--- config.mk ---
export PLATFORM = sky130hd
export DESIGN_NAME = qspi_flash_sequencer_flat
export DESIGN_NICKNAME = d
export VERILOG_FILES = /design/src/rtl/qspi_flash_sequencer_if.sv /design/src/rtl/qspi_flash_sequencer.sv /design/src/flat_wrapper.sv
export SDC_FILE = /design/constraint.sdc
export NUM_CORES = 1
export LEC_CHECK = 0
export ABC_AREA = 1
export BUFFER_PORTS_ARGS = -buffer_cell sky130_fd_sc_hd__buf_4
export CAP_MARGIN = 20
export CORE_MARGIN = 2
export CORE_UTILIZATION = 45
export DETAILED_ROUTE_END_ITERATION = 8
export GPL_TIMING_DRIVEN = 0
export PLACE_DENSITY = 0.78
export SYNTH_ARGS = -nofsm -noshare
export SYNTH_HDL_FRONTEND = slang
export SYNTH_SLANG_ARGS = --single-unit
--- constraint.sdc ---
create_clock -name clock -period 2 [get_ports clock]
set_input_delay 0 -clock clock [delete_from_list [all_inputs] [get_ports clock]]
set_output_delay 0 -clock clock [all_outputs]
set_load 0.05 [all_outputs]
--- src/rtl/qspi_flash_sequencer_if.sv ---
// rtl/qspi_flash_sequencer_if.sv - host request/response and qspi_master command bundle for the flash sequencer
interface qspi_flash_sequencer_if;
  logic        op_valid;
  logic        op_ready;
  logic [1:0]  op_code;
  logic [23:0] op_addr;
  logic [31:0] op_wdata;
  logic        resp_valid;
  logic [31:0] resp_rdata;
  logic        resp_err;
  logic [7:0]  m_clk_div;
  logic        m_wr;
  logic        m_rd;
  logic        m_quad;
  logic [7:0]  m_cmd;
  logic [5:0]  m_cmd_len;
  logic [23:0] m_addr;
  logic [5:0]  m_addr_len;
  logic [15:0] m_dummy_len;
  logic [15:0] m_data_len;
  logic [31:0] m_tx_bits;
  logic        m_tx_done;
  logic        m_rx_done;
  logic [31:0] m_rx_bits;

  // Sequencer side: serves host requests, drives qspi_master transactions.
  modport slave (
    input  op_valid, op_code, op_addr, op_wdata, m_tx_done, m_rx_done, m_rx_bits,
    output op_ready, resp_valid, resp_rdata, resp_err, m_clk_div, m_wr, m_rd, m_quad,
           m_cmd, m_cmd_len, m_addr, m_addr_len, m_dummy_len, m_data_len, m_tx_bits
  );

  // Environment side: host plus qspi_master completion path.
  modport master (
    output op_valid, op_code, op_addr, op_wdata, m_tx_done, m_rx_done, m_rx_bits,
    input  op_ready, resp_valid, resp_rdata, resp_err, m_clk_div, m_wr, m_rd, m_quad,
           m_cmd, m_cmd_len, m_addr, m_addr_len, m_dummy_len, m_data_len, m_tx_bits
  );
endinterface

--- src/rtl/qspi_flash_sequencer.sv ---
// rtl/qspi_flash_sequencer.sv - flash op sequencer (WREN/cmd/WIP poll); QSPI_QUAD_IO_EN selects quad read/program
module qspi_flash_sequencer #(
  parameter logic [7:0]  CLK_DIV   = 8'd1,
  parameter logic [15:0] DUMMY_CYC = 16'd8,
  parameter logic [19:0] POLL_MAX  = 20'hFFFFF
) (
  input  logic                   clock,
  input  logic                   reset,
  qspi_flash_sequencer_if.slave  bus
);

  localparam logic [1:0] OP_READ   = 2'd0;
  localparam logic [1:0] OP_PROG   = 2'd1;
  localparam logic [1:0] OP_ERASE  = 2'd2;
  localparam logic [1:0] OP_STATUS = 2'd3;

`ifdef QSPI_QUAD_IO_EN
  localparam logic [7:0] CMD_READ  = 8'h6B;
  localparam logic [7:0] CMD_PROG  = 8'h32;
  localparam logic       QUAD_DATA = 1'b1;
`else
  localparam logic [7:0] CMD_READ  = 8'h0B;
  localparam logic [7:0] CMD_PROG  = 8'h02;
  localparam logic       QUAD_DATA = 1'b0;
`endif

  typedef enum logic [2:0] {
    S_IDLE, S_WREN, S_WREN_W, S_CMD, S_CMD_W, S_POLL, S_POLL_W, S_RESP
  } state_t;

  state_t      state_q, state_d;
  logic [1:0]  op_q, op_d;
  logic [23:0] addr_q, addr_d;
  logic [31:0] wdata_q, wdata_d;
  logic [31:0] rdata_q, rdata_d;
  logic        err_q, err_d;
  logic [19:0] poll_q, poll_d;
  logic        read_type;

  assign read_type = (op_q == OP_READ) || (op_q == OP_STATUS);

  always_ff @(posedge clock) begin
    if (reset) begin
      state_q <= S_IDLE;
      op_q    <= 2'd0;
      addr_q  <= 24'd0;
      wdata_q <= 32'd0;
      rdata_q <= 32'd0;
      err_q   <= 1'b0;
      poll_q  <= 20'd0;
    end else begin
      state_q <= state_d;
      op_q    <= op_d;
      addr_q  <= addr_d;
      wdata_q <= wdata_d;
      rdata_q <= rdata_d;
      err_q   <= err_d;
      poll_q  <= poll_d;
    end
  end

  always_comb begin
    state_d = state_q;
    op_d    = op_q;
    addr_d  = addr_q;
    wdata_d = wdata_q;
    rdata_d = rdata_q;
    err_d   = err_q;
    poll_d  = poll_q;
    case (state_q)
      S_IDLE: begin
        if (bus.op_valid) begin
          op_d    = bus.op_code;
          addr_d  = bus.op_addr;
          wdata_d = bus.op_wdata;
          rdata_d = 32'd0;
          err_d   = 1'b0;
          poll_d  = 20'd0;
          state_d = (bus.op_code == OP_PROG || bus.op_code == OP_ERASE) ? S_WREN : S_CMD;
        end
      end
      S_WREN:   state_d = S_WREN_W;
      S_WREN_W: if (bus.m_tx_done) state_d = S_CMD;
      S_CMD:    state_d = S_CMD_W;
      S_CMD_W: begin
        // Only the completion kind matching the issued transaction advances.
        if (read_type) begin
          if (bus.m_rx_done) begin
            rdata_d = (op_q == OP_READ) ? bus.m_rx_bits : {24'd0, bus.m_rx_bits[7:0]};
            state_d = S_RESP;
          end
        end else if (bus.m_tx_done) begin
          state_d = S_POLL;
        end
      end
      S_POLL:   state_d = S_POLL_W;
      S_POLL_W: begin
        if (bus.m_rx_done) begin
          if (!bus.m_rx_bits[0]) begin
            state_d = S_RESP;
          end else if (poll_q + 20'd1 >= POLL_MAX) begin
            err_d   = 1'b1;
            state_d = S_RESP;
          end else begin
            poll_d  = poll_q + 20'd1;
            state_d = S_POLL;
          end
        end
      end
      S_RESP:   state_d = S_IDLE;
      default:  state_d = S_IDLE;
    endcase
  end

  assign bus.m_clk_div = CLK_DIV;

  // Command fields derive from the phase pair (issue + wait), so they hold until the done pulse.
  always_comb begin
    bus.op_ready    = (state_q == S_IDLE);
    bus.resp_valid  = (state_q == S_RESP);
    bus.resp_rdata  = (state_q == S_RESP) ? rdata_q : 32'd0;
    bus.resp_err    = (state_q == S_RESP) ? err_q : 1'b0;
    bus.m_wr        = 1'b0;
    bus.m_rd        = 1'b0;
    bus.m_quad      = 1'b0;
    bus.m_cmd       = 8'h00;
    bus.m_cmd_len   = 6'd0;
    bus.m_addr      = 24'd0;
    bus.m_addr_len  = 6'd0;
    bus.m_dummy_len = 16'd0;
    bus.m_data_len  = 16'd0;
    bus.m_tx_bits   = 32'd0;
    case (state_q)
      S_WREN, S_WREN_W: begin
        bus.m_wr      = (state_q == S_WREN);
        bus.m_cmd     = 8'h06;
        bus.m_cmd_len = 6'd8;
      end
      S_CMD, S_CMD_W: begin
        bus.m_cmd_len = 6'd8;
        case (op_q)
          OP_READ: begin
            bus.m_rd        = (state_q == S_CMD);
            bus.m_cmd       = CMD_READ;
            bus.m_quad      = QUAD_DATA;
            bus.m_addr      = addr_q;
            bus.m_addr_len  = 6'd24;
            bus.m_dummy_len = DUMMY_CYC;
            bus.m_data_len  = 16'd32;
          end
          OP_PROG: begin
            bus.m_wr        = (state_q == S_CMD);
            bus.m_cmd       = CMD_PROG;
            bus.m_quad      = QUAD_DATA;
            bus.m_addr      = addr_q;
            bus.m_addr_len  = 6'd24;
            bus.m_data_len  = 16'd32;
            bus.m_tx_bits   = wdata_q;
          end
          OP_ERASE: begin
            bus.m_wr        = (state_q == S_CMD);
            bus.m_cmd       = 8'hD8;
            bus.m_addr      = addr_q;
            bus.m_addr_len  = 6'd24;
          end
          default: begin
            bus.m_rd        = (state_q == S_CMD);
            bus.m_cmd       = 8'h05;
            bus.m_data_len  = 16'd8;
          end
        endcase
      end
      S_POLL, S_POLL_W: begin
        bus.m_rd       = (state_q == S_POLL);
        bus.m_cmd      = 8'h05;
        bus.m_cmd_len  = 6'd8;
        bus.m_data_len = 16'd8;
      end
      default: ;
    endcase
  end

endmodule

--- src/flat_wrapper.sv ---
// flat-port wrapper written by rule: the top's interface ports become plain ports
module qspi_flash_sequencer_flat 
#(
  parameter logic [7:0]  CLK_DIV   = 8'd1,
  parameter logic [15:0] DUMMY_CYC = 16'd8,
  parameter logic [19:0] POLL_MAX  = 20'hFFFFF
)
  (clock, reset, bus_op_valid, bus_op_code, bus_op_addr, bus_op_wdata, bus_m_tx_done, bus_m_rx_done, bus_m_rx_bits, bus_op_ready, bus_resp_valid, bus_resp_rdata, bus_resp_err, bus_m_clk_div, bus_m_wr, bus_m_rd, bus_m_quad, bus_m_cmd, bus_m_cmd_len, bus_m_addr, bus_m_addr_len, bus_m_dummy_len, bus_m_data_len, bus_m_tx_bits);
  qspi_flash_sequencer_if bus_i ();
  input  logic clock;
  input  logic reset;
  input wire logic [$bits(bus_i.op_valid)-1:0] bus_op_valid;
  input wire logic [$bits(bus_i.op_code)-1:0] bus_op_code;
  input wire logic [$bits(bus_i.op_addr)-1:0] bus_op_addr;
  input wire logic [$bits(bus_i.op_wdata)-1:0] bus_op_wdata;
  input wire logic [$bits(bus_i.m_tx_done)-1:0] bus_m_tx_done;
  input wire logic [$bits(bus_i.m_rx_done)-1:0] bus_m_rx_done;
  input wire logic [$bits(bus_i.m_rx_bits)-1:0] bus_m_rx_bits;
  output wire logic [$bits(bus_i.op_ready)-1:0] bus_op_ready;
  output wire logic [$bits(bus_i.resp_valid)-1:0] bus_resp_valid;
  output wire logic [$bits(bus_i.resp_rdata)-1:0] bus_resp_rdata;
  output wire logic [$bits(bus_i.resp_err)-1:0] bus_resp_err;
  output wire logic [$bits(bus_i.m_clk_div)-1:0] bus_m_clk_div;
  output wire logic [$bits(bus_i.m_wr)-1:0] bus_m_wr;
  output wire logic [$bits(bus_i.m_rd)-1:0] bus_m_rd;
  output wire logic [$bits(bus_i.m_quad)-1:0] bus_m_quad;
  output wire logic [$bits(bus_i.m_cmd)-1:0] bus_m_cmd;
  output wire logic [$bits(bus_i.m_cmd_len)-1:0] bus_m_cmd_len;
  output wire logic [$bits(bus_i.m_addr)-1:0] bus_m_addr;
  output wire logic [$bits(bus_i.m_addr_len)-1:0] bus_m_addr_len;
  output wire logic [$bits(bus_i.m_dummy_len)-1:0] bus_m_dummy_len;
  output wire logic [$bits(bus_i.m_data_len)-1:0] bus_m_data_len;
  output wire logic [$bits(bus_i.m_tx_bits)-1:0] bus_m_tx_bits;
  assign bus_i.op_valid = bus_op_valid;
  assign bus_i.op_code = bus_op_code;
  assign bus_i.op_addr = bus_op_addr;
  assign bus_i.op_wdata = bus_op_wdata;
  assign bus_i.m_tx_done = bus_m_tx_done;
  assign bus_i.m_rx_done = bus_m_rx_done;
  assign bus_i.m_rx_bits = bus_m_rx_bits;
  assign bus_op_ready = bus_i.op_ready;
  assign bus_resp_valid = bus_i.resp_valid;
  assign bus_resp_rdata = bus_i.resp_rdata;
  assign bus_resp_err = bus_i.resp_err;
  assign bus_m_clk_div = bus_i.m_clk_div;
  assign bus_m_wr = bus_i.m_wr;
  assign bus_m_rd = bus_i.m_rd;
  assign bus_m_quad = bus_i.m_quad;
  assign bus_m_cmd = bus_i.m_cmd;
  assign bus_m_cmd_len = bus_i.m_cmd_len;
  assign bus_m_addr = bus_i.m_addr;
  assign bus_m_addr_len = bus_i.m_addr_len;
  assign bus_m_dummy_len = bus_i.m_dummy_len;
  assign bus_m_data_len = bus_i.m_data_len;
  assign bus_m_tx_bits = bus_i.m_tx_bits;
  qspi_flash_sequencer #(.CLK_DIV(CLK_DIV), .DUMMY_CYC(DUMMY_CYC), .POLL_MAX(POLL_MAX)) u_core (.clock(clock), .reset(reset), .bus(bus_i));
endmodule
Word-level counts from Yosys, hierarchy flattened
Cells that the tools add are included.

Add/sub/neg operators: 1. Order comparisons: 1. Equality and inequality tests: 22. Mux-type cells: 44. Reduce and logical (&&, ||, !) cells: 18.

Operators by type and width (count): $mux W32 (7); $mux W20 (4); $pmux W32 S2 (1); $mux W24 (2); $pmux W8 S3 (2); $pmux W20 S2 (1); $pmux W16 S2 (1); $pmux W3 S8 (1); $mux W3 (7); $add A20 B1 Y20 const B (1); $ge A20 B20 Y1 const B (1); $mux W16 (1); $reduce_and A5 Y1 (3); $eq A3 B3 Y1 const B (4); $ne A2 B2 Y1 const B (6); $pmux W6 S2 (1); $reduce_or A2 Y1 (5); $mux W4 (2); $mux W1 (7); $eq A2 B2 Y1 const B (3); $eq A3 B2 Y1 const B (2); $mux W6 (1); $pmux W1 S2 (3); $reduce_or A6 Y1 (1); 14 further kinds (19).

Register bits after elaboration: 114. Input bits: 95. Output and inout port bits: 154. Logic and storage cells: 93.

Depth between registers and ports, before layout
Gate-level depths: netlist of the first run.

Depth in word-level cells: 6. Mapped depth: 17. Depth with buffers taken out: 16.

Worst setup path before layout of the first run
OpenSTA, ideal clock, no wires.

Path type: register to output. Start: register u_core.state_q[2]. End: output port bus_m_addr[10]. Data arrival time: 2.995 ns. Required time: 2.000 ns. Slack: -0.995 ns. Cell stages (with the launch flop): 10. Path buffers: 1. Cells stage by stage: dfxtp_1 -> nand2_1 -> nor2_2 -> inv_1 -> nand2_1 -> inv_2 -> nor2_1 -> clkinv_1 -> clkbuf_1 -> nor2_1.

Longest elaborated chain between the ends: 3. Elaborated cells between the ends (all ways): 4. Classes of those cells: eq/ne: 2; mux: 1; reduce/logical: 1.

Ends and longest elaborated chain: start: declaration (RTL line qspi_flash_sequencer.sv:31) `state_t state_q, state_d;`; start signal: assignment (RTL line qspi_flash_sequencer.sv:52) `state_q <= state_d;`; $eq A3 B3 Y1 or $eq A3 B2 Y1 (tied branches) (RTL line qspi_flash_sequencer.sv:133) `case (state_q)`; $reduce_or A2 Y1 (*) (RTL line qspi_flash_sequencer.sv:133); $mux W24 (*) (RTL line qspi_flash_sequencer.sv:133); end: declaration (RTL line flat_wrapper.sv:29) `output wire logic [$bits(bus_i.m_addr)-1:0] bus_m_addr;`.

Every way passes the cells marked *; elsewhere a longest branch is shown, timed or not.

Worst setup path in the final report of the first run
Start: register u_core.poll_q[1]. End: register u_core.poll_q[2].

Longest elaborated chain between the ends: 5. Elaborated cells between the ends (all ways): 8. Classes of those cells: add/sub: 1; order compare: 1; eq/ne: 1; mux: 4; reduce/logical: 1.

Ends and longest elaborated chain: start: declaration (RTL line qspi_flash_sequencer.sv:37) `logic [19:0] poll_q, poll_d;`; start signal: assignment (RTL line qspi_flash_sequencer.sv:58) `poll_q <= poll_d;`; $add A20 B1 Y20 (*) (RTL line qspi_flash_sequencer.sv:101, qspi_flash_sequencer.sv:105); branches (longest 4 deep; another with $ge A20 B20 Y1).

Mark *: on every way between the ends. The select of a mux whose other input is x is not followed. A chain may end at the register's enable or synchronous reset.

==> flow_metrics.py, run 1 <==
metrics = {
    "run_status": {
        "status": "finished with violations",
        "violations": "setup timing",
    },
    "detailed_routing": {
        "wl_microns": 29400,
        "post_drt_wl_per_cell_microns": 19.2,
        "drc_errors": 0,
        "drt_iter0_markers": 1046,
        "num_vias": 8516,
        "viasPerCell": 5.58,
        "postRouteAntennaNets": 0,
        "dr.pass1.iters": 5,
    },
    "finish": {
        "drive_gt1_frac": 0.399,
        "final_common_cell": "buf_4",
        "seq_area_sq_um": 2310,
        "layoutNonFillerInstCount": 1527,
        "fillers": 712,
        "area_growth_pct": 73.7,
        "nNetsFinal": 1436,
        "multi_input_area_sq_um": 3610,
        "layout_common_cells": "256 x buf_4, 133 x inv_1, 104 x dfxtp_1",
        "diodes": 0,
        "fin_util": 0.799,
    },
    "power_and_ir_drop": {
        "ir_worst_vdd_mv": 0.807,
        "p_leak_nw": 4.86,
        "power_density_nw_per_um2": 1300,
    },
    "timing": {
        "setup_viol_count_final": 62,
        "period_minus_slack_ns": 2.43,
        "fin_ws_ns": -0.429,
        "slew_headroom": 0.549,
        "rsz0062_at_grt": "yes",
        "finalHoldViolations": 0,
        "finClkSkew_ns": 0.00813,
        "finalCritPeriodShare": 1.21,
        "tightest_slew_ns": 0.674,
        "fmax_mhz": 412,
        "drv_slew": 0,
    },
    "placed_design": {
        "dp_cells": 1363,
        "gp_congestion": 0.916,
        "hpwl_microns": 14100,
        "io_buffers": 200,
    },
    "clocking": {
        "clock_path_buffers": 2,
        "cts_tree": "yes",
        "cts-htree-levels": 4,
        "cts_root_buf": "clkbuf_16",
        "clkLatencyLatePin_ns": 0.44,
        "cts_buffers": 17,
        "clkTransAtPathRegs_ns": 0.06,
        "clock_sinks": 114,
    },
    "die": {
        "dieHeight_microns": 123,
        "start_util": 0.460,
        "die_w_microns": 123,
        "die_area_sq_um": 15100,
        "io_pins": 249,
        "row_count": 43,
        "core_sq_um": 13800,
    },
    "global_route": {
        "grt_use_met1": 0.348,
        "grt_use_met2": 0.544,
        "grtUsageTotal": 0.313,
        "grt_pass1_wl_microns": 37000,
        "antenna_found_initial": 0,
        "busiest_layer": "met2",
        "grt_max_degree": 17,
        "grt-ovfl-total": 0,
        "grt_use_met3": 0.0734,
        "first_global_vias": 7659,
    },
    "setup_path": {
        "critical_path_class": "reg2reg",
        "cp-start-kind": "flip-flop",
        "worstSetupStartpoint": "u_core.poll_q[1]",
        "r2r_start": "u_core.poll_q[1]",
        "r2r_setup_slack_ns": -0.43,
        "cp_common_cell": "nand2_1",
        "path_max_fanout": 7,
        "cp_slowest_cell": "dfxtp_4",
        "cp-endpoint": "u_core.poll_q[2]",
        "path_cells": "ha_4, nand2_4, nor2_8, nand2_2, nand2_1, nand3_1, nor2_1, nand2_1, nor2_2, nand3_2, nand2_4, nand2_4, nand2_8, buf_4, buf_16, nand2_1, nand2_1, nor2_2",
        "cp_num_buf_inv": 2,
        "required_ns": 2.33,
        "slowest_delay_ns": 0.38,
        "cp.arrival_ns": 2.76,
        "r2r-end": "u_core.poll_q[2]",
        "rr_worst_depth": 18,
        "crit_family": "simple AND/OR/NAND/NOR gates",
        "crit_cells": 18,
        "end_kind": "flip-flop",
    },
    "synthesis": {
        "synth_top_area_cell": "dfxtp_1",
        "syn_area_sq_um": 6360,
        "syn_area_per_cell_sq_um": 6.79,
        "yosysSeqAreaShare": 0.359,
        "synth_cells": 937,
        "yosys_warnings": 0,
        "synth_top_area_frac": 0.359,
        "synth_cell_type_count": 36,
        "ys_top_cells_by_area": "dfxtp_1 36%, inv_1 8.3%, nor2_1 7.1%, nand2_1 7.0%, buf_4 6.0%",
        "ys_ff_latch": 114,
    },
    "job": {
        "maxCapViolCount": 0,
    },
    "hold_path": {
        "hold_path_class": "in2reg",
    },
}
-- stage by stage --
| stage | worst slack, ns | power, mW | hold WS (ns) | instance area (sq um) | setup TNS (ns) |
|---|---|---|---|---|---|
| finish | -0.429 | 14.3 | 0.0698 | 11000 | -10.17 |
| global route | -0.513 | 14.8 | 0.0837 | 11000 | -13.72 |
| CTS | -0.148 | 12.8 | 0.0125 | 10600 | -2.87 |
| detailed placement | -0.318 | 8.59 | 0.286 | 8480 | -18.24 |
| global placement | -0.286 | 8.50 | 0.279 | 8480 | -16.50 |
| floorplan | -0.211 | 7.34 | 0.165 | 6750 | -11.58 |
-- worst reg2reg max path, cell delays in order (launching register included) --
cell	delay (ns)
dfxtp_4	0.38
ha_4	0.18
nand2_4	0.09
nor2_8	0.19
nand2_2	0.10
nand2_1	0.08
nand3_1	0.10
nor2_1	0.15
nand2_1	0.09
nor2_2	0.16
nand3_2	0.11
nand2_4	0.09
nand2_4	0.07
nand2_8	0.08
buf_4	0.14
buf_16	0.12
nand2_1	0.05
nand2_1	0.08
nor2_2	0.05
-- cell families after synthesis --
group	after synthesis	synth area share
AOI/OAI and AO/OA	191	0.168
xor gates and xnor gates	1	0.00138
adders and majority gates	7	0.0138
buffers and inverters	249	0.185
DFF	114	0.359
other	2	0.00118
and+or+nand+nor	373	0.272
-- metal layers --
layer | wire length [microns] | share of wire | vias to the layer above
met4 | 1870 | 0.064 | 0
met1 | 10300 | 0.35 | 3930
li1 | - | - | 3684
met3 | 2910 | 0.099 | 198
met2 | 14300 | 0.49 | 704
met5 | 0 | 0 | -
-- worst min path at each step --
stage	from	endpoint	slack, ns	depth (start not counted)
6_report	bus_m_tx_done	u_core.state_q[0]	0.07	4
5_1_grt	bus_m_tx_done	u_core.state_q[0]	0.08	4
4_1_cts	bus_m_tx_done	u_core.state_q[0]	0.01	4
3_5_place_dp	bus_op_wdata[22]	u_core.wdata_q[22]	0.29	3
3_3_place_gp	bus_op_wdata[30]	u_core.wdata_q[30]	0.28	3
2_1_floorplan	bus_m_rx_bits[0]	u_core.rdata_q[0]	0.17	2
-- repair_timing --
item | in CTS | in global routing
setup buffers | 24 | 16
endpoints found under the setup margin | 192 | 180
hold buffers | 90 | 0
gates cloned | 5 | 1
resized for setup | 91 | 114
hold endpoints to repair | 90 | 0
pin swaps | 7 | 30
-- power breakdown --
| group | total [mW] | internal (mW) | leakage (nW) | switching [mW] |
|---|---|---|---|---|
| clock network | 3.19 | 1.98 | 0.296 | 1.21 |
| registers | 3.57 | 3.05 | 0.944 | 0.522 |
| logic | 7.55 | 2.77 | 3.62 | 4.79 |
-- synth_stat cells --
| cell type | number |
|---|---|
| a211oi_1 | 25 |
| a21oi_1 | 74 |
| a31oi_1 | 24 |
| buf_1 | 2 |
| buf_12 | 2 |
| buf_2 | 6 |
| buf_4 | 51 |
| buf_6 | 1 |
| clkbuf_1 | 40 |
| clkinv_1 | 2 |
| conb_1 | 2 |
| dfxtp_1 | 114 |
| ha_1 | 7 |
| inv_1 | 141 |
| inv_2 | 4 |
| nand2_1 | 119 |
| nand2_2 | 11 |
| nand2_4 | 2 |
| nand2_8 | 1 |
| nand3_1 | 27 |
| nand3_2 | 3 |
| nand3b_1 | 1 |
| nand4_1 | 9 |
| nor2_1 | 120 |
| nor2_2 | 36 |
| nor2_4 | 5 |
| nor2_8 | 1 |
| nor3_1 | 36 |
| nor4_1 | 1 |
| o21ai_0 | 62 |
| o21ai_1 | 1 |
| o21ai_4 | 1 |
| o21bai_1 | 2 |
| o22ai_1 | 2 |
| or2_2 | 1 |
| xnor2_1 | 1 |
-- cell type report --
| type | count | area share |
|---|---|---|
| clock inverter | 14 | 0.0146 |
| tap | 180 | 0.0204 |
| inverter | 147 | 0.0522 |
| timing repair inverter | 1 | 0.000567 |
| sequential | 114 | 0.209 |
| clock buffer | 18 | 0.0398 |
| buffer | 101 | 0.0654 |
| multi-input combinational | 620 | 0.327 |
| timing repair buffer | 332 | 0.270 |
-- sequential cells by signal, indices dropped and copies added, names as in the netlist --
name            count
u_core.wdata_q     32
u_core.op_q         2
u_core.poll_q      20
u_core.err_q        1
u_core.state_q      3
u_core.rdata_q     32
u_core.addr_q      24
Note: power is estimated with default switching activity, not from simulation.
==> run 2: changes to the inputs <==
--- a/config.mk
+++ b/config.mk
@@ -12,6 +12,7 @@
 export CORE_UTILIZATION = 45
 export DETAILED_ROUTE_END_ITERATION = 8
 export GPL_TIMING_DRIVEN = 0
+export HOLD_SLACK_MARGIN = 0.1
 export PLACE_DENSITY = 0.78
 export SYNTH_ARGS = -nofsm -noshare
 export SYNTH_HDL_FRONTEND = slang
==> run 2 against run 1 <==
The flow still finishes with violations (setup timing). First-iteration DRC count decreased by 3.3%. Die area unchanged. Sequential share of layout area about the same. Combinational power about the same. Final cell count increased by 0.13%. Critical path depth unchanged. Sequential cell count unchanged.
==> flow_metrics.py, run 2 (synthesis results as in run 1) <==
metrics = {
    "clocking": {
        "cts_tree": "yes",
        "clkLatencyLatePin_ns": 0.43,
        "clkTransAtPathRegs_ns": 0.06,
        "cts_root_buf": "clkbuf_16",
        "clock_sinks": 114,
        "clock_path_buffers": 2,
        "cts_buffers": 17,
        "cts-htree-levels": 4,
    },
    "global_route": {
        "antenna_found_initial": 0,
        "grtUsageTotal": 0.314,
        "grt-ovfl-total": 0,
        "grt_max_degree": 17,
        "grt_pass1_wl_microns": 37100,
        "first_global_vias": 7675,
    },
    "finish": {
        "nNetsFinal": 1438,
        "fillers": 709,
        "final_common_cell": "buf_4",
        "layoutNonFillerInstCount": 1529,
        "largestRegisters": "u_core.rdata_q x32, u_core.wdata_q x32, u_core.addr_q x24",
        "area_growth_pct": 74.0,
        "drive_gt1_frac": 0.399,
        "diodes": 0,
        "layout_common_cells": "256 x buf_4, 133 x inv_1, 104 x dfxtp_1",
    },
    "setup_path": {
        "cp.arrival_ns": 2.74,
        "slowest_delay_ns": 0.38,
        "r2r_setup_slack_ns": -0.41,
        "path_max_fanout": 7,
        "worstSetupStartpoint": "u_core.poll_q[1]",
        "r2r_start": "u_core.poll_q[1]",
        "path_cells": "ha_4, nand2_4, nor2_8, nand2_2, nand2_1, nand3_1, nor2_1, nand2_1, nor2_2, nand3_2, nand2_4, nand2_4, nand2_8, buf_4, buf_16, nand2_1, nand2_1, nor2_2",
        "cp_common_cell": "nand2_1",
        "r2r-end": "u_core.poll_q[2]",
        "cp_slowest_cell": "dfxtp_4",
        "rr_worst_depth": 18,
        "end_kind": "flip-flop",
        "critical_path_class": "reg2reg",
        "cp-start-kind": "flip-flop",
        "required_ns": 2.32,
    },
    "run_status": {
        "status": "finished with violations",
        "violations": "setup timing",
    },
    "hold_path": {
        "hold_end": "u_core.rdata_q[3]",
        "hp-start": "bus_op_valid",
        "hold_path_class": "in2reg",
        "worst_hold_path.num_cells": 6,
    },
    "timing": {
        "period_minus_slack_ns": 2.41,
        "finalCritPeriodShare": 1.21,
        "tightest_slew_ns": 0.651,
        "finClkSkew_ns": 0.00870,
        "rsz0062_at_grt": "yes",
        "slew_headroom": 0.564,
        "setup_viol_count_final": 61,
        "drv_slew": 0,
        "fin_ws_ns": -0.414,
        "finalHoldViolations": 0,
        "fmax_mhz": 414,
    },
    "power_and_ir_drop": {
        "p_leak_nw": 4.86,
        "total_power_mw": 14.3,
        "netSwitchingFraction": 0.455,
        "pwr-share-seq": 0.250,
        "ir_worst_vdd_mv": 0.798,
        "switchingPower_mw": 6.51,
        "p_clk_frac": 0.222,
        "p_comb_frac": 0.528,
        "power_density_nw_per_um2": 1290,
        "intPower_mw": 7.80,
    },
    "die": {
        "core_sq_um": 13800,
        "io_pins": 249,
        "row_count": 43,
        "die_area_sq_um": 15100,
        "die_w_microns": 123,
        "dieHeight_microns": 123,
        "start_util": 0.460,
    },
    "placed_design": {
        "gp_congestion": 0.916,
        "dp_slack_ns": -0.318,
        "io_buffers": 200,
        "dp_cells": 1363,
        "hpwl_microns": 14100,
    },
    "detailed_routing": {
        "wl_microns": 29300,
        "viasPerCell": 5.59,
        "drc_errors": 0,
        "num_vias": 8554,
        "drt_iter0_markers": 1012,
        "postRouteAntennaNets": 0,
        "dr.pass1.iters": 6,
        "post_drt_wl_per_cell_microns": 19.2,
    },
    "job": {
        "maxCapViolCount": 0,
    },
}
==> run 2: cell count changes in the layout (fill, tap and decap cells not counted) <==
cell / change
dlygate4sd3_1: +2
==> run 2: critical path, delay by kind of cell (launching register included) <==
family | cells | cell delay, ns
DFF | 1 | 0.38
buffers and inverters | 2 | 0.25
adders and majority gates | 1 | 0.18
and+or+nand+nor | 15 | 1.48
==> run 2: power by group through the flow <==
stage / Sequential [mW] / Clock [mW] / Combinational (mW)
global placement: 3.39 / 0 / 5.11
finish: 3.57 / 3.18 / 7.56
detailed placement: 3.41 / 0 / 5.18
global route: 3.60 / 3.27 / 7.94
CTS: 3.42 / 3.13 / 6.26
floorplan: 3.32 / 0 / 4.02
==> run 2: metal layers <==
layer	track usage	vias up	wire [microns]
met1	0.349	3935	10100
met2	0.547	725	14300
met3	0.0730	208	2940
li1	-	3686	-
met5	0	-	0
met4	0.182	0	1940
==> run 2: stage by stage <==
step | cell area [sq um] | setup TNS [ns] | utilization | hold WS, ns
after floorplan | 6750 | -11.58 | - | 0.165
after global placement | 8480 | -16.50 | 0.613 | 0.279
after detailed placement | 8480 | -18.24 | 0.613 | 0.286
after CTS | 10600 | -2.87 | 0.765 | 0.149
after global routing | 11100 | -13.70 | 0.800 | 0.228
final | 11100 | -9.90 | 0.800 | 0.231
==> run 2: how the worst max path moves through the flow <==
stage / endpoint
2_1_floorplan: bus_m_cmd[6]
3_3_place_gp: u_core.poll_q[17]
3_5_place_dp: u_core.poll_q[17]
4_1_cts: u_core.poll_q[17]
5_1_grt: u_core.poll_q[2]
6_report: u_core.poll_q[2]
==> run 2: repair_timing <==
item | in CTS | in global routing
endpoints found under the hold margin | 92 | 0
setup buffers | 24 | 16
hold buffers | 92 | 0
endpoints found under the setup margin | 192 | 180
pin swaps | 7 | 30
gates resized for setup | 91 | 114
cloned | 5 | 1
==> run 2: area by class of cell <==
class / count / area, sq um / area share
Inverter: 147 / 577 / 0.0521
Timing Repair inverter: 1 / 6.26 / 0.000566
Tap cell: 180 / 225 / 0.0204
Buffer: 101 / 722 / 0.0653
Clock inverter: 14 / 161 / 0.0146
Clock buffer: 18 / 439 / 0.0397
Sequential cell: 114 / 2310 / 0.209
Timing Repair Buffer: 334 / 3010 / 0.272
Multi-Input combinational cell: 620 / 3610 / 0.327
